--- src/rtl/tri_fu_mul_bthseq_if.sv ---
// rtl/tri_fu_mul_bthseq_if.sv - operand/product handshake bundle for the iterative Booth multiplier
interface tri_fu_mul_bthseq_if #(
    parameter int WIDTH = 16
);
    logic               in_valid;
    logic               in_ready;
    logic               in_signed;
    logic [0:WIDTH-1]   in_a;
    logic [0:WIDTH-1]   in_b;
    logic               out_valid;
    logic               out_ready;
    logic [0:2*WIDTH-1] out_p;

    modport master (
        output in_valid, in_signed, in_a, in_b, out_ready,
        input  in_ready, out_valid, out_p
    );

    modport slave (
        input  in_valid, in_signed, in_a, in_b, out_ready,
        output in_ready, out_valid, out_p
    );
endinterface

--- src/rtl/tri_fu_mul_bthseq.sv ---
// rtl/tri_fu_mul_bthseq.sv - iterative radix-4 Booth multiplier, DIGITS digits retired per cycle
module tri_fu_mul_bthseq #(
    parameter int WIDTH  = 16,
    parameter int DIGITS = 2
) (
    input  logic               clk,
    input  logic               rst,
    input  logic               flush,
    tri_fu_mul_bthseq_if.slave bus
);
    localparam int ND  = WIDTH / 2 + 1;
    localparam int AW  = 2 * WIDTH + 4;
    localparam int BW  = WIDTH + 3;
    localparam int BSW = 2 * DIGITS + 1;
    localparam int CW  = $clog2(ND + DIGITS + 1);

    typedef enum logic [1:0] {IDLE, BUSY, DONE} state_e;

    state_e           state_q, state_d;
    logic [WIDTH+1:0] a_q, a_d;
    logic [BW-1:0]    b_q, b_d;
    logic [AW-1:0]    acc_q, acc_d;
    logic [CW-1:0]    cnt_q, cnt_d;

    logic [WIDTH-1:0] op_a, op_b;
    logic             ext_a, ext_b, accept, last_step;
    logic [CW:0]      shamt;
    logic [BSW-1:0]   b_sh;
    logic [AW-1:0]    m_sh, mag, pp_sum;
    logic [2:0]       trip;

    assign op_a  = bus.in_a;
    assign op_b  = bus.in_b;
    assign ext_a = bus.in_signed & op_a[WIDTH-1];
    assign ext_b = bus.in_signed & op_b[WIDTH-1];

    assign bus.in_ready = ~rst & ~flush &
                          ((state_q == IDLE) | ((state_q == DONE) & bus.out_ready));
    assign accept       = bus.in_valid & bus.in_ready;
    assign bus.out_valid = (state_q == DONE);
    assign bus.out_p     = acc_q[2*WIDTH-1:0];

    // b_q carries the implied b[-1]=0 at bit 0, so digit j's triple sits at b_q[2j+2:2j].
    assign last_step = (int'(cnt_q) + DIGITS >= ND);
    assign shamt     = {cnt_q, 1'b0};
    assign b_sh      = BSW'(b_q >> shamt);
    assign m_sh      = {{(WIDTH + 2){a_q[WIDTH+1]}}, a_q} << shamt;

    always_comb begin
        pp_sum = '0;
        trip   = '0;
        mag    = '0;
        for (int d = 0; d < DIGITS; d++) begin
            trip = b_sh[2*d +: 3];
            mag  = '0;
            if (trip[1] ^ trip[0])
                mag = m_sh << (2 * d);
            else if ((trip[2] & ~trip[1] & ~trip[0]) | (~trip[2] & trip[1] & trip[0]))
                mag = m_sh << (2 * d + 1);
            // Digits past the top of the extended multiplier add nothing.
            if (int'(cnt_q) + d < ND)
                pp_sum = trip[2] ? (pp_sum - mag) : (pp_sum + mag);
        end
    end

    always_comb begin
        state_d = state_q;
        a_d     = a_q;
        b_d     = b_q;
        acc_d   = acc_q;
        cnt_d   = cnt_q;
        case (state_q)
            IDLE: if (accept) state_d = BUSY;
            BUSY: begin
                acc_d = acc_q + pp_sum;
                cnt_d = cnt_q + CW'(DIGITS);
                if (last_step) state_d = DONE;
            end
            DONE: if (bus.out_ready) state_d = accept ? BUSY : IDLE;
            default: state_d = IDLE;
        endcase
        if (accept) begin
            a_d   = {{2{ext_a}}, op_a};
            b_d   = {{2{ext_b}}, op_b, 1'b0};
            acc_d = '0;
            cnt_d = '0;
        end
        if (flush) state_d = IDLE;
    end

    always_ff @(posedge clk) begin
        if (rst) begin
            state_q <= IDLE;
            acc_q   <= '0;
            cnt_q   <= '0;
        end else begin
            state_q <= state_d;
            acc_q   <= acc_d;
            cnt_q   <= cnt_d;
        end
        // Operands only move on accept, and accept is impossible while rst is high.
        a_q <= a_d;
        b_q <= b_d;
    end
endmodule
--- src/flat_wrapper.sv ---
// flat-port wrapper written by rule: the top's interface ports become plain ports
module tri_fu_mul_bthseq_flat 
#(
    parameter int WIDTH  = 16,
    parameter int DIGITS = 2
)
  (clk, rst, flush, bus_in_valid, bus_in_signed, bus_in_a, bus_in_b, bus_out_ready, bus_in_ready, bus_out_valid, bus_out_p);
  tri_fu_mul_bthseq_if #(.WIDTH(WIDTH)) bus_i ();
  input  logic clk;
  input  logic rst;
  input  logic flush;
  input wire logic [$bits(bus_i.in_valid)-1:0] bus_in_valid;
  input wire logic [$bits(bus_i.in_signed)-1:0] bus_in_signed;
  input wire logic [$bits(bus_i.in_a)-1:0] bus_in_a;
  input wire logic [$bits(bus_i.in_b)-1:0] bus_in_b;
  input wire logic [$bits(bus_i.out_ready)-1:0] bus_out_ready;
  output wire logic [$bits(bus_i.in_ready)-1:0] bus_in_ready;
  output wire logic [$bits(bus_i.out_valid)-1:0] bus_out_valid;
  output wire logic [$bits(bus_i.out_p)-1:0] bus_out_p;
  assign bus_i.in_valid = bus_in_valid;
  assign bus_i.in_signed = bus_in_signed;
  assign bus_i.in_a = bus_in_a;
  assign bus_i.in_b = bus_in_b;
  assign bus_i.out_ready = bus_out_ready;
  assign bus_in_ready = bus_i.in_ready;
  assign bus_out_valid = bus_i.out_valid;
  assign bus_out_p = bus_i.out_p;
  tri_fu_mul_bthseq #(.WIDTH(WIDTH), .DIGITS(DIGITS)) u_core (.clk(clk), .rst(rst), .flush(flush), .bus(bus_i));
endmodule
--- config.mk ---
export PLATFORM = sky130hd
export DESIGN_NAME = tri_fu_mul_bthseq_flat
export DESIGN_NICKNAME = d
export VERILOG_FILES = /design/src/rtl/tri_fu_mul_bthseq_if.sv /design/src/rtl/tri_fu_mul_bthseq.sv /design/src/flat_wrapper.sv
export SDC_FILE = /design/constraint.sdc
export NUM_CORES = 1
export LEC_CHECK = 0
export ABC_AREA = 1
export CAP_MARGIN = 20
export CORE_MARGIN = 10
export CORE_UTILIZATION = 25
export DETAILED_ROUTE_END_ITERATION = 10
export GPL_TIMING_DRIVEN = 0
export PLACE_DENSITY = 0.49
export SYNTH_ARGS = -nofsm -noshare
export SYNTH_HDL_FRONTEND = slang
export SYNTH_SLANG_ARGS = --single-unit
--- constraint.sdc ---
create_clock -name clk -period 16.17 [get_ports clk]
set_input_delay 3.234 -clock clk [delete_from_list [all_inputs] [get_ports clk]]
set_output_delay 3.234 -clock clk [all_outputs]
set_load 0.02 [all_outputs]
==> reports/qor.txt <==
Outcome - complete, no violations
Worst Hold Launch - u_core.acc_q[0]
Ports - 72
RR Endpoint - u_core.acc_q[23]
Most used flip-flop cell after synthesis - dfxtp_1
Placement Rows - 70
Buf+Inv Stages, Crit Path - 3
CTS Sinks - 71
CTS Hold Bufs - 0
WP data required - 12.94 ns
Syn-to-layout area delta - 17.5%
Setup slack after layout - 8.35 ns
R2R depth - 43
Slowest-stage cell, CP - clkdlybuf4s50_1
Total negative slack - 0 ns
Core Area - 0.0364 mm^2
Min-Delay Path Class - reg -> reg
Worst reg2reg setup slack - 8.86 ns
Tmin final - 7.82 ns
Mean post-synth cell area - 6.20 um^2
Antenna Nets Post-Route - 0
Die W - 212 um
Vias in the first global route - 9153
Crit start category - input pin
Largest net degree at the start of global routing - 25
Post-synth ARST share - 0
Crit share post-route - 0.484
RSZ-0062 raised after global routing - false
Post-Syn Instances - 1484
First-pass GRT wire length - 48900 um
Static leakage - 0.00515 uW
Register area - 0.00176 mm^2
H-tree lvl count - 3
Post-synth EDFFs - 34
Initial antenna violation count - 0
Resized cells post-CTS - 0
Multi-input logic area - 0.00652 mm^2
Max Cap Violations - 0
Share of layout cells above drive strength 1 - 0.0737
Maximum clock insertion buffer count - 2
CP delay by family, top - buffers and inverters
Gpl congestion - 0.902
Cell Pwr Density - 79.7 mW/mm^2
Clock slew at reported path FFs - 0.07 ns
Final Hold Viols - 0
CP Class - in -> out
Maximum VDD drop - 0.0000576 V
Final Max Tran Viols - 0
Fillers - 4146
Critical path arrival - 4.59 ns
Worst Hold End - u_core.acc_q[0]
TritonCTS clock tree - yes
DP Worst Slack - 8.33 ns
Clock skew - 0.0123 ns
Slew @ Worst Pin - 1.09 ns
Yosys reg bits - 71
DR WL/cell - 15.0 um
Initial DRC Count - 554
Reg2Reg Launch Point - u_core.cnt_q[1]
F_max - 128 MHz
Syn Nets - 1587
Commonest non-fill, non-tap cell in the layout - nand2_1
Total setup buffers inserted after CTS - 0
Drt via density - 4.60
WHS Path Cells - 2
Synthesized area - 0.00920 mm^2
Crit path cell chain - clkdlybuf4s50_1, nor2_1, inv_1, nor2_1, clkdlybuf4s50_1
Total wire length - 30500 um
Dpl hpwl - 26000 um
N_diodes - 0
Die Span Y - 212 um
CP max FO - 3
CTS Root Cell - clkbuf_16
CP endpoint kind - output pin
Die area - 0.0449 mm^2
Netlist cell types - 53
Sequential-to-total area share from yosys stat - 0.191
Design Power - 863 uW
Commonest non-fill, non-tap cells in the layout - 372 x nand2_1, 193 x nor2_1, 153 x inv_1
Final setup viols - 0
Fin util - 0.297
I/O Buffers - 71
Starting density of the core - 0.253
Fin nets - 1671
Slew margin rel. - 0.274
Total Routing Usage GR - 0.137
Max incr delay on CP - 0.63 ns
GR Overflow Total - 0
Residual DRC - 0
Vias - 9394
Ys Warns - 0
Cts bufs inserted - 9
DRT Pass-1 Iters - 5
Worst-Skew Late Latency - 0.36 ns
-- kinds of logic after synthesis --
kind of cell             after synthesis  synth area share
AO/OA/AOI/OAI                        297             0.182
XOR/XNOR                              91            0.0874
adder cells (fa/ha/maj)               65            0.0892
buffers and inverters                214            0.0999
flip-flops                            71             0.191
multiplexers                           4           0.00435
AND/OR/NAND/NOR                      742             0.346
-- cell type report --
type,count,share of cell area
buffer,51,0.0282
timing repair buffer,73,0.0693
sequential,71,0.163
multi-input combinational,1199,0.603
inverter,163,0.0568
clock inverter,7,0.00497
tap,468,0.0541
clock buffer,9,0.0208
-- power breakdown --
| group | switching (uW) | total (uW) | internal [uW] | leakage, uW |
|---|---|---|---|---|
| clock | 89.0 | 194 | 105 | 0.000129 |
| combinational | 302 | 472 | 171 | 0.00440 |
| sequential | 3.11 | 197 | 193 | 0.000612 |
-- routing by layer --
layer  vias to the layer above  share of wire  GRT usage
met1                      4187           0.50      0.180
met4                         0          0.014     0.0312
li1                       5039              -          -
met2                       147           0.46      0.230
met3                        21          0.031     0.0223
met5                         -              0          0
-- sequential cells by signal, indices dropped and copies added (netlist names) --
register,flops
u_core.acc_q,32
u_core.a_q,17
u_core.b_q,17
u_core.cnt_q,3
u_core.state_q,2
-- how the worst max path moves through the flow --
stage                               start                to  slack (ns)  cells after the start
after CTS                             rst      bus_in_ready        8.31                      5
after global placement                rst      bus_in_ready        8.31                      5
after detailed placement              rst      bus_in_ready        8.33                      5
after global routing      u_core.cnt_q[1]  u_core.acc_q[29]        7.95                     44
after floorplan                     flush      bus_in_ready        9.24                      3
final                                 rst      bus_in_ready        8.35                      5
-- synthesized netlist by cell type, types with 2 or more instances --
cell,number,area [um^2]
nand3_1,95,475
inv_2,8,30.0
nor2_1,193,724
xnor2_1,24,210
nor2_4,2,22.5
edfxtp_1,34,1020
a21oi_2,3,26.3
nor3_1,14,70.1
nor3_2,2,20.0
buf_1,4,15.0
a21oi_1,93,465
nand3_2,7,70.1
buf_4,8,60.1
a221oi_1,3,26.3
buf_6,9,101
buf_2,13,65.1
nand2_2,18,113
o31ai_1,3,22.5
o21a_1,3,22.5
o221ai_1,6,52.6
or2_2,4,25.0
o21ai_2,8,70.1
nand2_4,3,33.8
clkbuf_1,17,63.8
mux2i_1,4,40.0
o21ai_0,117,586
dfxtp_1,37,741
xor2_1,66,578
ha_1,64,801
o22ai_1,5,31.3
a21o_1,8,60.1
o21ai_1,22,110
inv_1,153,574
nor4_1,2,12.5
and2_1,4,25.0
nand4_1,15,93.8
nand2_1,372,1400
a31oi_1,6,37.5
nor2_2,7,43.8
o211ai_1,6,45.0
a21boi_0,5,37.5
o21bai_1,6,45.0
-- stage by stage --
step	hold slack, ns	cells	instance area [um^2]
after floorplan	0.555	1484	9200
after global placement	0.475	2023	10500
after detailed placement	0.483	2024	10500
after CTS	0.495	2040	10800
after global routing	0.512	2041	10800
final	0.491	2041	10800
-- tightest hold or removal path, cell delays in order (launching register included) --
cell and delay, ns:
dfxtp_1 0.33, nand2_1 0.07, a21oi_1 0.05
Note: power is estimated with default switching activity, not from simulation.
